[src/rtl/uart_pkg.sv]
// Shared UART definitions: bit period, frame width and receiver states.
// The transmitter imports the same package so both ends agree on timing.
package uart_pkg;

  localparam int CLKS_PER_BIT_DEF = 88;
  localparam int DATA_BITS        = 8;

  typedef enum logic [2:0] {
    IDLE  = 3'd0,
    START = 3'd1,
    DATA  = 3'd2,
    STOP  = 3'd3,
    BRK   = 3'd4
  } rx_state_e;

endpackage

[src/rtl/sync2.sv]
// Generic two-flop synchronizer for a single asynchronous input.
// RST_VAL sets the reset level of both flops (idle level of the line).
module sync2 #(
  parameter logic RST_VAL = 1'b1
) (
  input  logic clk,
  input  logic rst_n,
  input  logic d,
  output logic q
);

  logic meta;

  // Two back-to-back flops to resolve metastability on the async input.
  always_ff @(posedge clk or negedge rst_n) begin
    if (!rst_n) begin
      meta <= RST_VAL;
      q    <= RST_VAL;
    end else begin
      // NOTE: non-blocking assignments keep the two stages a true shift;
      // blocking here would collapse them into a single flop.
      meta <= d;
      q    <= meta;
    end
  end

endmodule

[src/rtl/uart_rx.sv]
// 8N1 UART receiver. Detects the start edge on the synchronized line,
// re-centres on the start bit, then samples each following bit at its
// centre using a free-running bit-period counter.
module uart_rx
  import uart_pkg::*;
#(
  parameter int CLKS_PER_BIT = CLKS_PER_BIT_DEF,
  parameter int HALF_BIT     = CLKS_PER_BIT / 2
) (
  input  logic                 clk,
  input  logic                 rst_n,
  input  logic                 rx,
  output logic [DATA_BITS-1:0] data,
  output logic                 data_valid,
  output logic                 frame_err,
  output logic                 busy
);

  localparam int CNT_W = $clog2(CLKS_PER_BIT);

  rx_state_e            state, state_nxt;
  logic                 rx_s;
  logic [CNT_W-1:0]     cnt;
  logic [2:0]           bit_cnt;
  logic [DATA_BITS-1:0] shreg;

  logic bit_tick;   // counter at the end of a full bit period
  logic half_tick;  // counter at the start-bit centre
  logic cnt_clr;
  logic shift_en;
  logic done_ok;
  logic done_err;

  sync2 #(.RST_VAL(1'b1)) u_sync (
    .clk   (clk),
    .rst_n (rst_n),
    .d     (rx),
    .q     (rx_s)
  );

  assign bit_tick  = (cnt == CNT_W'(CLKS_PER_BIT - 1));
  assign half_tick = (cnt == CNT_W'(HALF_BIT - 1));
  assign busy      = (state != IDLE);

  // State register.
  always_ff @(posedge clk or negedge rst_n) begin
    if (!rst_n) state <= IDLE;
    else        state <= state_nxt;
  end

  // Next-state logic and per-cycle datapath strobes.
  always_comb begin
    // NOTE: every output gets a default before the case so no path leaves
    // a signal unassigned, which would infer a latch.
    state_nxt = state;
    cnt_clr   = 1'b0;
    shift_en  = 1'b0;
    done_ok   = 1'b0;
    done_err  = 1'b0;
    unique case (state)
      IDLE: begin
        cnt_clr = 1'b1;
        if (!rx_s) state_nxt = START;
      end
      START: begin
        if (half_tick) begin
          cnt_clr   = 1'b1;
          // A line already back high at the start-bit centre was a glitch.
          state_nxt = rx_s ? IDLE : DATA;
        end
      end
      DATA: begin
        if (bit_tick) begin
          shift_en = 1'b1;
          if (bit_cnt == 3'(DATA_BITS - 1)) state_nxt = STOP;
        end
      end
      STOP: begin
        if (bit_tick) begin
          done_ok   = rx_s;
          done_err  = !rx_s;
          state_nxt = rx_s ? IDLE : BRK;
        end
      end
      BRK: begin
        // Hold off until the line returns high so a break cannot retrigger.
        cnt_clr = 1'b1;
        if (rx_s) state_nxt = IDLE;
      end
      default: state_nxt = IDLE;
    endcase
  end

  // Bit-period counter: wraps at CLKS_PER_BIT-1 or clears on request.
  always_ff @(posedge clk or negedge rst_n) begin
    if (!rst_n)                   cnt <= '0;
    else if (cnt_clr || bit_tick) cnt <= '0;
    else                          cnt <= cnt + CNT_W'(1);
  end

  // Data bit counter and LSB-first shift register.
  always_ff @(posedge clk or negedge rst_n) begin
    if (!rst_n) begin
      bit_cnt <= '0;
      shreg   <= '0;
    end else if (state == IDLE) begin
      bit_cnt <= '0;
    end else if (shift_en) begin
      bit_cnt <= bit_cnt + 3'd1;
      shreg   <= {rx_s, shreg[DATA_BITS-1:1]};
    end
  end

  // Output byte and one-cycle completion pulses.
  always_ff @(posedge clk or negedge rst_n) begin
    if (!rst_n) begin
      data       <= '0;
      data_valid <= 1'b0;
      frame_err  <= 1'b0;
    end else begin
      data_valid <= done_ok;
      frame_err  <= done_err;
      if (done_ok || done_err) data <= shreg;
    end
  end

endmodule

[config.mk]
export PLATFORM = sky130hd
export DESIGN_NAME = uart_rx
export DESIGN_NICKNAME = d
export VERILOG_FILES = /design/src/rtl/uart_pkg.sv /design/src/rtl/sync2.sv /design/src/rtl/uart_rx.sv
export SDC_FILE = /design/constraint.sdc
export NUM_CORES = 1
export LEC_CHECK = 0
export ABC_AREA = 1
export BUFFER_PORTS_ARGS = -buffer_cell sky130_fd_sc_hd__buf_2
export CORE_ASPECT_RATIO = 1.75
export CORE_MARGIN = 3
export CORE_UTILIZATION = 30
export DETAILED_ROUTE_END_ITERATION = 7
export PLACE_DENSITY = 0.48
export SYNTH_ARGS = -nofsm -noshare
export SYNTH_HDL_FRONTEND = slang
export SYNTH_SLANG_ARGS = --single-unit
[constraint.sdc]
create_clock -name clk -period 2 [get_ports clk]
set_clock_uncertainty 0.05 [all_clocks]
set_input_delay 0.1 -clock clk [delete_from_list [all_inputs] [get_ports clk]]
set_output_delay 0.1 -clock clk [all_outputs]
set_load 0.03 [all_outputs]
==> results by group <==
Finish
  – Footprint of the multi-input gates: around 600 um^2
  – N_diodes: 0
  – Fill count: roughly 530
  – Register Area: approximately 830 um^2
  – Nets: just under 200
  – Layout cells sized above 1: around a quarter
  – Synth-to-layout area growth: 14.8%

Timing
  – Fmax: a little over 0.6 GHz
  – Setup TNS: 0 ns
  – Worst slew margin: 51.5%
  – Hold Vio Cnt, Final: 0
  – Unrepaired setup endpoints after global routing: no
  – Crit path time final: 1.61 ns
  – Slew Limit Fails: 0
  – # setup viols final: 0
  – Fin crit share: about 80%
  – Hold slack final: a little over 0.3 ns
  – Setup ws final: about 0.39 ns
  – Worst slew pin tran: roughly 0.73 ns

Route
  – Initial DRC Count: 8
  – Vias: between 1000 and 1500
  – DR pass1 iterations: 4
  – Post-route ant nets: 0
  – Vias per Instance: around 4.6
  – Routed len/inst: about 12 um
  – DRC Markers: 0
  – Final WL: ~2800 um

Floorplan
  – Die X: 60.5 um
  – Rows: 34
  – I/O pin cnt: 14
  – Die area: 0.00613 mm^2
  – Die height: roughly 100 um
  – Core ar.: between 0.004 and 0.005 mm^2
  – Initial Util: roughly 31%

Yosys
  – List of most frequent post-synthesis cells: nand2_1 (43), dfrtp_1 (31), inv_1 (21), nor2_1 (16), o21ai_0 (8)
  – Synth area leaders: dfrtp_1 (50%), nand2_1 (10%), inv_1 (5.1%), o21ai_2 (3.9%), nor2_1 (3.9%)
  – Synth Flop Type: dfrtp_1
  – Cell Area, Synth: roughly 0.0016 mm^2
  – Gate Count Post-Synth: 173
  – Count leader, synth: nand2_1
  – Synth warn: 0
  – Synth area leader: dfrtp_1
  – Post-synth EDFFs: 0
  – Syn nets: 179
  – Top-area cell type share of the netlist area: between 40% and 50%
  – FFs w/ async S/R, synth: 100%
  – FF+latch count, synth: 33
  – Post-synthesis sequential area ratio: 53.1%
  – Synth cell types: 27
  – Syn_area_per_cell: 9.01 um^2

Min path
  – Worst Hold Class: reg -> reg

Pwr
  – Power, Total: ~1.8 mW
  – Leakage power: ~0.90 nW
  – Clock share of power: a little over a third
  – Sequential power share: between 40% and 50%
  – Peak VDD IR: 0.000487 V
  – Sw frac: a little under a third
  – Logic pwr share: between 20 and 25%
  – PwrDens: 1020 mW/mm^2
  – Switching power: 0.583 mW
  – Pint: 1.25 mW

Global routing
  – Overflow after GRT: 0
  – Vias in the first global route: 1218
  – Tot GR Track Use: 11.3%
  – Largest net degree at the start of global routing: 34
  – Initial antenna violation count: 0
  – Global-route wire length before repair: around 5300 um

CTS
  – Sinks on Clock Net: 33
  – Num CTS Buffers: 5
  – TritonCTS clock tree: built
  – Clock-pin slew on the worst setup and hold paths: 0.07 ns
  – H-tree levels: 2
  – Post-CTS Setup Bufs: 0
  – Clock Tree Buf Depth: 2
  – Skew-Pair Late Insertion Delay: ~0.28 ns
  – Root Buffer Master: clkbuf_8
  – Post_cts resized: 0

Setup path
  – Worst Setup Start Kind: flip-flop
  – Crit path max fanout: 20
  – Arrival time worst endpoint: between 1.5 and 2 ns
  – CP endpoint kind: flip-flop
  – Worst Path Required: between 2 and 2.5 ns
  – Critical path type: reg -> reg

Placed design
  – Global placement routability congestion: a little over 0.8
  – Input/output buffers: 13
  – Setup Slack @ Placement: a little under 0.4 ns
  – DP HPWL: between 2000 and 2500 um

Run
  – Reported max-cap violation count: 0

Status
  – Outcome: completed
==> critical path, cell delays in order (launching register included) <==
cell and delay (ns):
dfrtp_1 0.38, ha_1 0.23, nand2_2 0.08, clkinv_2 0.08, nand3_4 0.11, nor2_4 0.38, nor2_2 0.07, nand2_1 0.07
nand2_1 0.05
==> registers in the layout, indices dropped and copies added, names as in the netlist <==
signal	count
bit_cnt	3
cnt	7
data	8
data_valid	1
frame_err	1
shreg	8
state	3
u_sync.meta	1
u_sync.q	1
==> area by class of cell <==
cell class,count,share of cell area (%)
tap,54,3.77
clock inverter,1,1.68
inverter,25,5.59
sequential,33,46.3
timing repair buffer,15,4.75
multi-input combinational,111,33.1
clock buffer,7,4.82
==> cells by family (layout without fill, tap and decap cells) <==
logic type,Yosys count,after routing,synth area share [%]
and+or+nand+nor,86,86,25.9
AOI/OAI and AO/OA,20,20,8.59
DFF,33,33,53.1
buffers and inverters,29,48,8.83
xor gates and xnor gates,2,2,1.12
adders and majority gates,3,3,2.41
==> power by group through the flow <==
stage | Sequential, mW | Clock (mW) | Combinational [mW]
4_1_cts | 0.778 | 0.670 | 0.410
5_1_grt | 0.788 | 0.691 | 0.464
3_5_place_dp | 0.791 | 0 | 0.407
6_report | 0.780 | 0.647 | 0.403
2_1_floorplan | 0.757 | 0 | 0.351
3_3_place_gp | 0.791 | 0 | 0.411
==> per-stage QoR <==
stage	std cells	cell area (um^2)	utilization, %
after global routing	246	1790	36.0
after CTS	246	1790	36.0
after floorplan	173	1560	-
after global placement	236	1650	33.2
after detailed placement	236	1650	33.2
final	246	1790	36.0
==> cells in the final DEF (no fill, tap or decap) <==
master          n
a21oi_1         1
a21oi_2         2
buf_2          13
bufinv_16       1
clkbuf_1        1
clkbuf_8        6
clkinv_2        1
clkinv_4        1
dfrtp_1        31
dfstp_2         2
dlygate4sd3_1   2
ha_1            3
inv_1          21
inv_2           2
nand2_1        43
nand2_2         3
nand2_4         1
nand3_1         7
nand3_2         1
nand3_4         1
nand4_1         5
nor2_1         16
nor2_2          6
nor2_4          1
nor3_1          2
o21ai_0         8
o21ai_1         2
o21ai_2         7
xnor2_1         1
xor2_1          1
==> per-layer routing <==
layer / share of wire [%] / track usage [%] / vias up
li1: - / - / 575
met1: 40 / 12.4 / 527
met2: 54 / 19.1 / 17
met3: 3.2 / 2.93 / 6
met4: 2.6 / 6.18 / 0
met5: 0 / 0 / -
==> final timing paths <==
check	start	slack [ns]	depth (start not counted)	end
min in group asynchronous	rst_n	0.36	2	cnt[3]
hold / removal	u_sync.meta	0.31	0	u_sync.q
hold reg to reg	u_sync.meta	0.31	0	u_sync.q
max in group asynchronous	rst_n	1.07	2	bit_cnt[1]
setup reg to reg	cnt[0]	0.39	8	bit_cnt[1]
setup / recovery	cnt[0]	0.39	8	bit_cnt[1]
==> timing repair <==
item	CTS	global route
hold endpoints to repair	32	0
hold buffers	2	0
endpoints found under the setup margin	0	0
No activity file was read; power rests on OpenSTA's default activity.
